`src/rtl/ternary_mp_add_seq.sv`:
```
// Multi-precision balanced-ternary add/subtract sequencer.
// Streams WIDTH-trit operand words LS word first through one word-wide trit adder,
// carries the trit carry between words and returns registered sum words.
// Trit encoding (2 bits): 2'b00 = 0, 2'b01 = +1, 2'b10 = -1 (2'b11 reads as 0).
// Word buses pack trit i at bits [2*i+1:2*i].
module ternary_mp_add_seq #(
  parameter int unsigned WIDTH     = 27,
  parameter int unsigned MAX_WORDS = 8,
  parameter int unsigned CNT_W     = $clog2(MAX_WORDS + 1)
) (
  input  logic                 clk,
  input  logic                 rst_n,
  input  logic                 start_valid,
  output logic                 start_ready,
  input  logic                 start_sub,
  input  logic [1:0]           start_cin,
  input  logic                 in_valid,
  output logic                 in_ready,
  input  logic [2*WIDTH-1:0]   in_a,
  input  logic [2*WIDTH-1:0]   in_b,
  input  logic                 in_last,
  output logic                 out_valid,
  input  logic                 out_ready,
  output logic [2*WIDTH-1:0]   out_sum,
  output logic                 out_last,
  output logic [1:0]           out_cout,
  output logic                 trunc_err,
  output logic                 busy,
  output logic [CNT_W-1:0]     word_count
);

  localparam logic [1:0] T_ZERO    = 2'b00;
  localparam logic [1:0] T_POS_ONE = 2'b01;
  localparam logic [1:0] T_NEG_ONE = 2'b10;

  localparam logic [CNT_W-1:0] LastCount = CNT_W'(MAX_WORDS - 1);

  typedef enum logic [1:0] {StIdle, StRun, StDrain} state_e;

  state_e             state;
  logic [1:0]         carry;
  logic               sub;
  logic [2*WIDTH-1:0] b_eff;
  logic [2*WIDTH-1:0] cla_sum;
  logic [1:0]         cla_cout;
  logic               accept;
  logic               force_end;

  function automatic int trit_val(input logic [1:0] t);
    case (t)
      T_POS_ONE: return 1;
      T_NEG_ONE: return -1;
      default:   return 0;
    endcase
  endfunction

  function automatic logic [1:0] trit_enc(input int v);
    if (v > 0) return T_POS_ONE;
    if (v < 0) return T_NEG_ONE;
    return T_ZERO;
  endfunction

  // Handshake status decoded from state and the output register.
  always_comb begin
    start_ready = (state == StIdle);
    busy        = (state != StIdle);
    in_ready    = (state == StRun) && (!out_valid || out_ready);
    accept      = in_valid && in_ready;
    force_end   = (word_count == LastCount);
  end

  // Trit-wise negation of B for subtract: swapping the two code bits maps +1 <-> -1.
  always_comb begin
    b_eff = in_b;
    if (sub) begin
      for (int i = 0; i < int'(WIDTH); i++) begin
        b_eff[2*i +: 2] = {in_b[2*i], in_b[2*i+1]};
      end
    end
  end

  // Word adder: per-trit sum in -3..3 is folded back to one trit plus a carry trit.
  always_comb begin
    int         s;
    logic [1:0] c;
    s       = 0;
    c       = carry;
    cla_sum = '0;
    for (int i = 0; i < int'(WIDTH); i++) begin
      s = trit_val(in_a[2*i +: 2]) + trit_val(b_eff[2*i +: 2]) + trit_val(c);
      if (s > 1) begin
        s = s - 3;
        c = T_POS_ONE;
      end else if (s < -1) begin
        s = s + 3;
        c = T_NEG_ONE;
      end else begin
        c = T_ZERO;
      end
      cla_sum[2*i +: 2] = trit_enc(s);
    end
    cla_cout = c;
  end

  // Sequencer FSM with registered outputs.
  always_ff @(posedge clk or negedge rst_n) begin
    if (!rst_n) begin
      state      <= StIdle;
      carry      <= T_ZERO;
      sub        <= 1'b0;
      word_count <= '0;
      out_valid  <= 1'b0;
      out_sum    <= '0;
      out_last   <= 1'b0;
      out_cout   <= T_ZERO;
      trunc_err  <= 1'b0;
    end else begin
      unique case (state)
        StIdle: begin
          if (start_valid) begin
            sub        <= start_sub;
            carry      <= start_cin;
            word_count <= '0;
            trunc_err  <= 1'b0;
            state      <= StRun;
          end
        end
        StRun: begin
          if (accept) begin
            out_sum    <= cla_sum;
            out_valid  <= 1'b1;
            carry      <= cla_cout;
            word_count <= word_count + CNT_W'(1);
            if (in_last || force_end) begin
              out_last <= 1'b1;
              out_cout <= cla_cout;
              state    <= StDrain;
              if (!in_last) trunc_err <= 1'b1;
            end
          end else if (out_valid && out_ready) begin
            out_valid <= 1'b0;
          end
        end
        StDrain: begin
          if (out_valid && out_ready) begin
            out_valid <= 1'b0;
            out_last  <= 1'b0;
            out_cout  <= T_ZERO;
            state     <= StIdle;
          end
        end
        default: state <= StIdle;
      endcase
    end
  end

endmodule

```
`config.mk`:
```
export PLATFORM = sky130hd
export DESIGN_NAME = ternary_mp_add_seq
export DESIGN_NICKNAME = d
export VERILOG_FILES = /design/src/rtl/ternary_mp_add_seq.sv
export SDC_FILE = /design/constraint.sdc
export NUM_CORES = 1
export LEC_CHECK = 0
export CAP_MARGIN = 10
export CORE_MARGIN = 2
export CORE_UTILIZATION = 50
export CTS_CLUSTER_SIZE = 12
export DETAILED_ROUTE_END_ITERATION = 10
export DONT_BUFFER_PORTS = 1
export SYNTH_ARGS = -nofsm -noshare
export SYNTH_HDL_FRONTEND = slang
export SYNTH_SLANG_ARGS = --single-unit
```
`constraint.sdc`:
```
create_clock -name clk -period 141 [get_ports clk]
set_input_delay 42.3 -clock clk [delete_from_list [all_inputs] [get_ports clk]]
set_output_delay 42.3 -clock clk [all_outputs]
set_load 0.01 [all_outputs]
```
---- Word-level counts from Yosys, hierarchy flattened ----
Cells that the tools add are included.
Widths: inputs -> output; s select.
operators by class
  $add $sub $neg .......................... 109
  multiply operators ...................... 0
  div/mod/pow operators ................... 0
  order comparisons ....................... 108
  equal/unequal tests ..................... 170
  shift-type cells ........................ 0
  multiplexer cells ....................... 405
  bitwise operators ....................... 0
  reductions and logical operators ........ 16
operators by type and width
  cell                   number
  $pmux 32 s2            81
  $add 32x32->32         54
  $lt 32x1->1 const B    54
  $mux 32                54
  $add 32x3->32 const B  27
  $gt 32x1->1 const B    27
  $gt 32x2->1 const B    27
  $sub 32x3->32 const B  27
  $mux 2                 170
  $eq 2x1->1 const B     82
  $eq 2x2->1 const B     82
  $mux 1                 90
  $mux 54                1
  $mux 4                 2
  $ne 2x2->1 const B     4
  $pmux 2 s2             2
  $pmux 4 s2             1
  $reduce_and 4->1       2
  $pmux 1 s2             3
  $pmux 2 s3             1
  $reduce_bool 2->1      3
  $reduce_and 5->1       1
  $add 4x1->4 const B    1
  $eq 4x3->1 const B     1
  other kinds (7)        11
word-level totals
  bits in registers ....................... 68
  latch bits .............................. 0
  bits in writable memories ............... 0
  bits in read-only memories .............. 0
  logic and storage cells ................. 817
  memories kept ........................... 0

---- Longest topological paths before layout ----
Gate-level depths: netlist of the first run.
  word-level depth ........................ 169
  depth in mapped cells ................... 302
  depth with buffers taken out ............ 291

---- Least setup slack after synthesis of the first run ----
Ideal clock, no wire load.
  path kind ............................... in2reg
  start point ............................. in in_b[0]
  end point ............................... reg out_sum[52]
  library setup time ...................... 0.083 ns
  arrival time ............................ 111.828 ns
  data required time ...................... 140.917 ns
  path slack .............................. 29.090 ns
  cell stages on the path ................. 249
  buffers on the path ..................... 8
  cells stage by stage .................... mux2_2 ha_1 inv_1 fa_1 inv_1 ha_1 inv_1 fa_1 fa_1 nand2_1 o21ai_0 fa_1 inv_1 ha_1 inv_1 fa_1 clkbuf_1 nor2b_1 [213 not listed] fa_1 fa_1 inv_1 or3_1 o31ai_1 nor2b_1 fa_1 ha_1 inv_1 fa_1 fa_1 inv_1 a21oi_1 nor3b_1 nor2_1 o21ai_0 o311ai_0 o21ai_0
on the way
  cells in the longest elaborated chain, start to end .. 169
ends and longest elaborated chain
  element                                              RTL line  source
  from (decl)                                          20        input logic [2*WIDTH-1:0] in_b,
  $mux 54 (*)                                          75        if (sub) begin
  $eq 2x2->1 / $eq 2x1->1 (equally long branches)      50        case (t)
  $pmux 32 s2 (*)                                      50
  $add 32x32->32 (*) (2 in series)                     90        s = trit_val(in_a[2*i +: 2]) + trit_val(b_eff[2*i +: 2]) + trit_val(c);
  $lt 32x1->1                                          94        end else if (s < -1) begin
  $mux 2                                               94
  $mux 2 (*)                                           91        if (s > 1) begin
  $eq 2x2->1 / $eq 2x1->1 (equally long branches)      50
  [151 not listed]                                     n/a
  $add 32x32->32 (*)                                   90
  $add 32x3->32 / $lt 32x1->1 (equally long branches)  95, 94
  $mux 32                                              94
  $mux 32 (*)                                          91
  $lt 32x1->1                                          59        if (v < 0) return T_NEG_ONE;
  $mux 1 (2 in series)                                 59
  $mux 2                                               60        return T_ZERO;
  $mux 2 (*)                                           59
  to (signal assigned)                                 130       out_sum <= cla_sum;
  to (decl)                                            24        output logic [2*WIDTH-1:0] out_sum,
Every way passes the cells marked *; elsewhere a longest branch is shown, timed or not. The select of a mux whose other input is x is not followed.
A chain may end at the register's enable or synchronous reset.

---- Worst setup path after layout of the first run ----
Ends and elaborated chain as after synthesis.

==> results.sh, run 1 <==
export IMPL_finalHoldViolCount=0
export IMPL_endpoint="out_sum[52]"
export IMPL_skew_ns=0.0107
export IMPL_route_detailed_drc=0
export IMPL_synth_top_area_cell="fa_1"
export IMPL_dpl_hpwl_mm=32.4
export IMPL_max_freq_ghz=0.00850
export IMPL_rr_endpoint="out_sum[52]"
export IMPL_cts_resized=0
export IMPL_die_y_um=188
export IMPL_maxCapViolations=0
export IMPL_row_count=67
export IMPL_fin_ws_ns=23.40
export IMPL_dp_slack_ns=23.00
export IMPL_status="finished clean"
export IMPL_cp_start_kind="input port"
export IMPL_synth_flop_cell="dfrtp_1"
export IMPL_grt_use_total_pct=23.2
export IMPL_synth_top_area_share_pct=23.5
export IMPL_grt_overflow=0
export IMPL_cts_htree_levels=3
export IMPL_ys_top_cells_by_count="inv_1, fa_1, ha_1"
export IMPL_rrSetupSlack_ns=64.66
export IMPL_drtIter0Drc=880
export IMPL_crit_start="in_b[0]"
export IMPL_cts_setup_buffers=0
export IMPL_synth_area_top_cells="fa_1, ha_1, dfrtp_1, inv_1, nand2_1"
export IMPL_clk_pin_slew_ns=0.07
export IMPL_routedWlPerCell_um=16.8
export IMPL_synth_top_family_by_area="adder cells"
export IMPL_synthAdderAreaFrac_pct=35.7
export IMPL_final_util_pct=52.7
export IMPL_path_depth=250
export IMPL_ant_nets=0
export IMPL_ys_seq_area_share_pct=10.0
export IMPL_dr_pass1_iters=9
export IMPL_crit_required_ns=141.28
export IMPL_dieWidth_um=188
export IMPL_synth_compound_area_share_pct=18.4
export IMPL_io_buffer_count=0
export IMPL_ys_async_sr_fraction_pct=100
export IMPL_cts_hold_buffers_added=0
export IMPL_netlist_instances=2036
export IMPL_io_pins=183
export IMPL_place_gp_congestion=0.905
export IMPL_synthMuxAreaShare_pct=5.21
export IMPL_area_delta_synth_final_pct=3.86
export IMPL_timing_slew_headroom_pct=52.1
export IMPL_cts_tree="yes"
export IMPL_critical_path_top_delay_family="adder cells"
export IMPL_syn_nets=2519
export IMPL_cts_buffer_depth=2
export IMPL_netlist_area_um2=17000
export IMPL_cpMaxStageDelayCell="fa_1"
export IMPL_timing_setup_tns_ns=0
export IMPL_rr_startpoint="sub"
export IMPL_yosysMostFrequentCell="inv_1"
export IMPL_period_share_pct=83.4
export IMPL_synth_warnings=0
export IMPL_path_common_cell="fa_1"
export IMPL_grt_pass1_wl_mm=68.2
export IMPL_wl_mm=41.0
export IMPL_r2r_cells=250
export IMPL_cts_root_buf="clkbuf_16"
export IMPL_numCtsBuffers=9
export IMPL_drt_vias_per_instance=5.91
export IMPL_core_um2=33500
export IMPL_start_util_pct=50.7
export IMPL_rsz0062_at_grt="no"
export IMPL_crit_buf_inv=52
export IMPL_slew_violations=0
export IMPL_grt_pass1_vias=13900
export IMPL_vias=14500
export IMPL_cpPeakStageDelay_ns=0.77
export IMPL_synth_xor_area_share_pct=1.60
export IMPL_drive_gt1_share_pct=3.80
export IMPL_crit_fanout=16
export IMPL_dieArea_um2=35500
export IMPL_setup_viol=0
export IMPL_hold_class="flip-flop to flip-flop"
export IMPL_layout_nets=2479
export IMPL_worst_pin_slew_ns=0.712
export IMPL_finalCriticalPeriod_ns=117.60
export IMPL_antenna_found_initial=1
export IMPL_crit_type="input port to flip-flop"
export IMPL_synth_simple_gate_area_share_pct=21.1
export IMPL_synth_distinct_cells=91
export IMPL_synth_avg_cell_area_um2=8.36
export IMPL_cp_end_kind="flip-flop"
export IMPL_ys_seq_elements=68
export IMPL_cts_sinks=68
export IMPL_clkLatencyLatePin_ns=0.36
export IMPL_synth_edf_count=0
export IMPL_grt_max_degree=69
export IMPL_cp_arrival_ns=117.88
==> worst min-delay path by stage <==
stage | startpoint | slack [ns] | cells past startpoint | end
2_1_floorplan | carry[1] | 0.50 | 2 | carry[1]
3_3_place_gp | carry[1] | 0.52 | 2 | carry[1]
3_5_place_dp | carry[1] | 0.53 | 2 | carry[1]
4_1_cts | carry[1] | 0.55 | 2 | carry[1]
5_1_grt | out_sum[49] | 0.57 | 1 | out_sum[49]
6_report | carry[1] | 0.54 | 2 | carry[1]
==> area by class of cell <==
cell class                 count  area, um^2
fill                        3146       15900
multi-input combinational   1612       14000
sequential                    68        1710
inverter                     300        1130
tap                          448         561
clock buffer                  13         270
timing repair buffer           5        37.5
clock inverter                 2        10.0
antenna                        1        2.50
==> cell usage in the layout (no fill, tap or decap), types with 10 or more instances in the layout <==
| cell type | count |
|---|---|
| o21ai_0 | 77 |
| a211oi_1 | 15 |
| a21o_1 | 10 |
| o21ai_1 | 11 |
| mux2i_1 | 47 |
| nand2b_1 | 39 |
| nor3b_1 | 18 |
| and2_1 | 11 |
| mux2_2 | 37 |
| nor4_1 | 24 |
| ha_1 | 166 |
| xor2_1 | 12 |
| a31oi_1 | 26 |
| a21oi_1 | 88 |
| o211ai_1 | 17 |
| a311oi_1 | 11 |
| nor2_1 | 156 |
| nand3_1 | 47 |
| nand4_1 | 17 |
| fa_1 | 200 |
| nor4b_1 | 12 |
| o41ai_1 | 10 |
| xnor2_1 | 19 |
| o21a_1 | 17 |
| nand4b_1 | 10 |
| dfrtp_1 | 67 |
| nand2_1 | 159 |
| nor2b_1 | 41 |
| nor3_1 | 50 |
| nand3b_1 | 30 |
| o2111ai_1 | 10 |
| o31ai_1 | 27 |
| o22ai_1 | 18 |
| inv_1 | 300 |
| and3_1 | 10 |
==> worst min-delay path, cell delays in order, from the launching register on <==
cell and delay, ns:
dfrtp_1 0.35, nor2_1 0.05, a21oi_1 0.10
==> cell families after synthesis <==
logic type      after synthesis
compound gates              454
mux                          84
fa+ha+maj                   366
flops                        68
xor+xnor                     31
buf+inv                     356
simple gates                677
==> state kept, by name, summed over array words and instances, names as in the netlist <==
name,cells
out_sum,54
carry,2
word_count,4
sub,1
state,2
out_valid,1
out_last,1
out_cout,2
trunc_err,1
==> routing by layer <==
layer | global-route usage [%] | vias up | part of all wire, %
met2 | 38.6 | 475 | 47
met1 | 30.8 | 6922 | 44
met5 | 0 | - | 0
met3 | 4.10 | 58 | 6.4
li1 | - | 7024 | -
met4 | 7.09 | 0 | 2.3
==> through the flow <==
stage	hold WS, ns	cell area, um^2	std cells
after global placement	0.517	17400	2433
final	0.538	17700	2449
after floorplan	0.499	17000	2036
after detailed placement	0.530	17400	2433
after global routing	0.568	17700	2448
after CTS	0.546	17700	2448
Power of run 1 is left out: the tool's default activity adds up to more than one toggle a clock period on the data nets, which glitch-free logic cannot reach.
==> run 2, diff against run 1 <==
clock period = 121.4 ns   (was 141 ns; I/O delays follow)
==> run 2 against run 1 <==
- routed wire length increased by 0.81%
- clock-buffer cell count decreased by 1
- highest routed layer unchanged
- cell area about the same
- hold slack improved by 0.0033 ns
- critical path depth decreased by 1
- register-to-register slack got worse by 20 ns
- sequential share of layout area about the same
==> results.sh, run 2 (synthesized netlist as in run 1, its figures left out) <==
export IMPL_dr_pass1_iters=5
export IMPL_antenna_found_initial=2
export IMPL_crit_type="input port to flip-flop"
export IMPL_status="finished clean"
export IMPL_place_gp_congestion=0.909
export IMPL_area_delta_synth_final_pct=3.84
export IMPL_fill_cells=3139
export IMPL_finalNonFillerCells=2450
export IMPL_drt_vias_per_instance=5.91
export IMPL_cts_hold_buffers_added=0
export IMPL_cp_end_kind="flip-flop"
export IMPL_dpl_hpwl_mm=32.5
export IMPL_met3_usage_pct=4.49
export IMPL_final_cell_mix="inv_1, fa_1, ha_1"
export IMPL_cts_root_buf="clkbuf_16"
export IMPL_clkLatencyLatePin_ns=0.37
export IMPL_numCtsBuffers=9
export IMPL_path_common_cell="fa_1"
export IMPL_placedInstanceArea_um2=17400
export IMPL_setup_viol=0
export IMPL_timing_slew_headroom_pct=48.3
export IMPL_grtUsageMet2_pct=37.8
export IMPL_worst_pin_slew_ns=0.769
export IMPL_cts_resized=0
export IMPL_wl_mm=41.4
export IMPL_final_common_cell="inv_1"
export IMPL_core_um2=33500
export IMPL_crit_required_ns=121.62
export IMPL_layout_nets=2478
export IMPL_vias=14500
export IMPL_period_share_pct=92.1
export IMPL_die_y_um=188
export IMPL_largestRegisters="out_sum (54), word_count (4)"
export IMPL_path_depth=249
export IMPL_use_met1_pct=30.9
export IMPL_dieWidth_um=188
export IMPL_cts_sinks=68
export IMPL_finalCriticalPeriod_ns=111.77
export IMPL_slew_violations=0
export IMPL_row_count=67
export IMPL_critical_path_top_delay_family="adder cells"
export IMPL_crit_fanout=16
export IMPL_largest_register_ffs=54
export IMPL_grt_max_degree=69
export IMPL_timing_setup_tns_ns=0
export IMPL_io_pins=183
export IMPL_r2r_cells=249
export IMPL_cts_buffer_depth=2
export IMPL_grt_overflow=0
export IMPL_routedWlPerCell_um=16.9
export IMPL_cts_tree="yes"
export IMPL_maxCapViolations=0
export IMPL_cp_start_kind="input port"
export IMPL_cpMaxStageDelayCell="fa_1"
export IMPL_start_util_pct=50.7
export IMPL_hold_class="flip-flop to flip-flop"
export IMPL_grt_pass1_vias=14100
export IMPL_grt_pass1_wl_mm=68.6
export IMPL_cpPeakStageDelay_ns=0.75
export IMPL_regMostFlops="out_sum"
export IMPL_busiest_layer="met2"
export IMPL_cts_htree_levels=3
export IMPL_finalHoldViolCount=0
export IMPL_hold_depth=1
export IMPL_dp_cells=2432
export IMPL_dieArea_um2=35500
export IMPL_cts_setup_buffers=0
export IMPL_crit_buf_inv=54
export IMPL_final_cell_area_um2=17700
export IMPL_io_buffer_count=0
export IMPL_cp_arrival_ns=111.99
export IMPL_grt_use_total_pct=23.3
export IMPL_clk_pin_slew_ns=0.07
export IMPL_route_detailed_drc=0
export IMPL_drtIter0Drc=795
export IMPL_drive_gt1_share_pct=3.80
export IMPL_ant_nets=0
export IMPL_skew_ns=0.00789
export IMPL_rsz0062_at_grt="no"
export IMPL_max_freq_ghz=0.00895
==> run 2: cell count changes in the layout (fill, tap and decap cells not counted) <==
| cell | previous run | this run |
|---|---|---|
| diode_2 | 1 | 2 |
| clkinvlp_4 | 0 | 2 |
| clkbuf_8 | 3 | 2 |
| buf_4 | 5 | 4 |
==> run 2: worst paths after layout <==
path	startpoint	end	slack (ns)
min	state[1]	state[1]	0.54
max	in_b[0]	out_sum[52]	9.63
min in group asynchronous	rst_n	out_sum[10]	35.74
max in group asynchronous	rst_n	out_sum[43]	85.53
max reg2reg	sub	out_sum[52]	44.89
min reg2reg	state[1]	state[1]	0.54
==> run 2: through the flow <==
stage / hold slack (ns) / utilization (%) / setup slack [ns]
finish: 0.541 / 52.7 / 9.63
global route: 0.551 / 52.7 / 4.71
CTS: 0.545 / 52.7 / 9.54
detailed placement: 0.530 / 51.8 / 9.30
global placement: 0.521 / 51.8 / 10.72
floorplan: 0.499 / - / 15.37
==> run 2: metal layers <==
layer	share of wire (%)	vias up
met3	6.0	80
met4	3.5	0
met5	0	-
li1	-	7032
met2	46	474
met1	45	6886
==> run 2: area by class of cell <==
type / count / area (um^2) / share of cell area [%]
clock inverters: 4 / 25.0 / 0.142
clock buffers: 12 / 256 / 1.45
multi-input cells: 1612 / 14000 / 79.0
well taps: 448 / 561 / 3.17
diodes: 2 / 5.00 / 0.0283
repair buffers: 4 / 30.0 / 0.170
flip-flops and latches: 68 / 1710 / 9.65
inverters: 300 / 1130 / 6.37
==> run 2: worst reg2reg max path: cells and delay by family (launching register included) <==
kind	cells	cell delay, ns
mux	3	1.01
flops	1	0.64
buf+inv	54	6.32
simple gates	37	7.87
fa+ha+maj	130	54.36
compound gates	25	6.16
Power of run 2 is left out for the same reason.
==> RTL change (settings of run 2) <==
Put one more register stage on the output `word_count`, cleared by the reset. The value now appears one clock later. The other outputs are not delayed to match.
--- a/src/rtl/ternary_mp_add_seq.sv
+++ b/src/rtl/ternary_mp_add_seq.sv
@@ -39,2 +39,4 @@
 
+  logic [CNT_W-1:0] word_count_s0;
+
   state_e             state;
@@ -68,3 +70,3 @@
     accept      = in_valid && in_ready;
-    force_end   = (word_count == LastCount);
+    force_end   = (word_count_s0 == LastCount);
   end
@@ -110,3 +112,3 @@
       sub        <= 1'b0;
-      word_count <= '0;
+      word_count_s0 <= '0;
       out_valid  <= 1'b0;
@@ -122,3 +124,3 @@
             carry      <= start_cin;
-            word_count <= '0;
+            word_count_s0 <= '0;
             trunc_err  <= 1'b0;
@@ -132,3 +134,3 @@
             carry      <= cla_cout;
-            word_count <= word_count + CNT_W'(1);
+            word_count_s0 <= word_count_s0 + CNT_W'(1);
             if (in_last || force_end) begin
@@ -156,2 +158,10 @@
 
+  always_ff @(posedge clk or negedge rst_n) begin
+    if (!rst_n) begin
+      word_count <= '0;
+    end else begin
+      word_count <= word_count_s0;
+    end
+  end
+
 endmodule
Function: not settled (the Yosys comparison gave no result); the edit may change what the design does.
==> RTL change against run 2 <==
Area after synthesis grew 2.1%. Design area grew 2.4%. Non-clock buffer count is the same. Highest routed layer unchanged. Worst setup slack lost 2800 ps. Wire length grew 0.47%. First-iteration DRC count grew 16%. Count of clock-buffer cells in the layout shrank 2. Utilization shrank 0.073 points. Sequential cell count grew 4. Die area grew 2.1%.
Power is left out: the tool's default activity adds up to more than one toggle a clock period on the data nets, which glitch-free logic cannot reach.
==> RTL change: results (changes against run 2) <==
| Metric | Value |
|---|---|
| Setup Skew | 10.09 ps (was 7.895 ps) |
| Via Count | 15014 (was 14472) |
| Iteration-0 DRC Markers | 920 (was 795) |
| Outcome | finished, final reports clean (unchanged) |
| Top cells by count, synth | inv_1, fa_1, ha_1, nand2_1, nor2_1 (was inv_1, fa_1, ha_1) |
| Initial antenna violation count | 0 (was 2) |
| Worst-Skew Late Latency | 370 ps (about the same) |
| GPL Wtd Cong | 0.9317 (was 0.9092) |
| Final WL | 41.57 mm (was 41.38 mm) |
| Placed wire-length estimate | 33.01 mm (was 32.47 mm) |
| Layout cells sized above 1 | 0.04122 (was 0.03800) |
| Post-Synthesis Cells | 2094 (was 2036) |
| Largest registers | out_sum (54), word_count (4), word_count_s0 (4) (was out_sum (54), word_count (4)) |
| Area contributors post-synth | fa_1, ha_1, dfrtp_1, inv_1, nand2_1 (unchanged) |
| Register area share after synthesis | 0.1037 (was 0.1000) |
| Syn Nets | 2579 (was 2519) |
| Setup crit start | in_b[0] (unchanged) |
| Largest net degree at the start of global routing | 73 (was 69) |
| Vias in the first global route | 14457 (was 14059) |
| Dpl cells | 2501 (was 2432) |
| Worst r2r path cells | 260 (was 249) |
| DRT Pass-1 Iters | 6 (was 5) |
| Max-slew headroom | 0.4938 (was 0.4828) |
| R2R Setup Slk | 42120 ps (was 44890 ps) |
| First-pass GRT wire length | 69.68 mm (was 68.62 mm) |
| Avg WL per Cell | 16.51 um (was 16.89 um) |
==> RTL change: worst min-delay path by stage <==
stage | cells past startpoint | endpoint | slack [ps]
global route | 0 | word_count[3] | 420
CTS | 0 | word_count[3] | 410
detailed placement | 0 | word_count[3] | 390
floorplan | 0 | word_count[3] | 350
finish | 0 | word_count[3] | 410
global placement | 0 | word_count[3] | 390
==> RTL change: metal layers <==
layer  global-route usage  wire length (um)
met1               0.3079             18170
met2               0.3987             20480
met3              0.02705              2154
met4              0.06052               769
met5                    0                 0
==> RTL change: area by class of cell <==
type                       instances  area (sq um)
antenna                            1         2.502
clock buffer                      10         229.0
clock inverter                     6         90.09
fill                            3295         16290
inverter                         308          1156
multi-input combinational       1662         14200
sequential                        72          1805
tap                              455         569.3
timing repair buffer               4         30.03
==> RTL change: critical path: cells and delay by family <==
family / cells / cell delay [ps]
buffers and inverters: 55 / 6530
AOI/OAI and AO/OA: 24 / 6310
muxes: 1 / 250
adders and majority gates: 132 / 54950
and+or+nand+nor: 47 / 9830
xor gates and xnor gates: 1 / 460
==> RTL change: per-stage QoR <==
stage / cell area [sq um] / setup WS [ps]
2_1_floorplan: 17380 / 12870
3_3_place_gp: 17760 / 7563
3_5_place_dp: 17760 / 6358
4_1_cts: 18080 / 6619
5_1_grt: 18080 / 1410
6_report: 18090 / 6798
==> RTL change: cell families after synthesis <==
kind of cell             after synthesis  share of synthesized area
multiplexers                          74                    0.04472
flip-flops                            72                     0.1037
AND/OR/NAND/NOR                      700                     0.2134
AO/OA/AOI/OAI                        486                     0.1897
buffers and inverters                360                    0.07907
XOR/XNOR                              34                    0.01714
adder cells (fa/ha/maj)              368                     0.3523
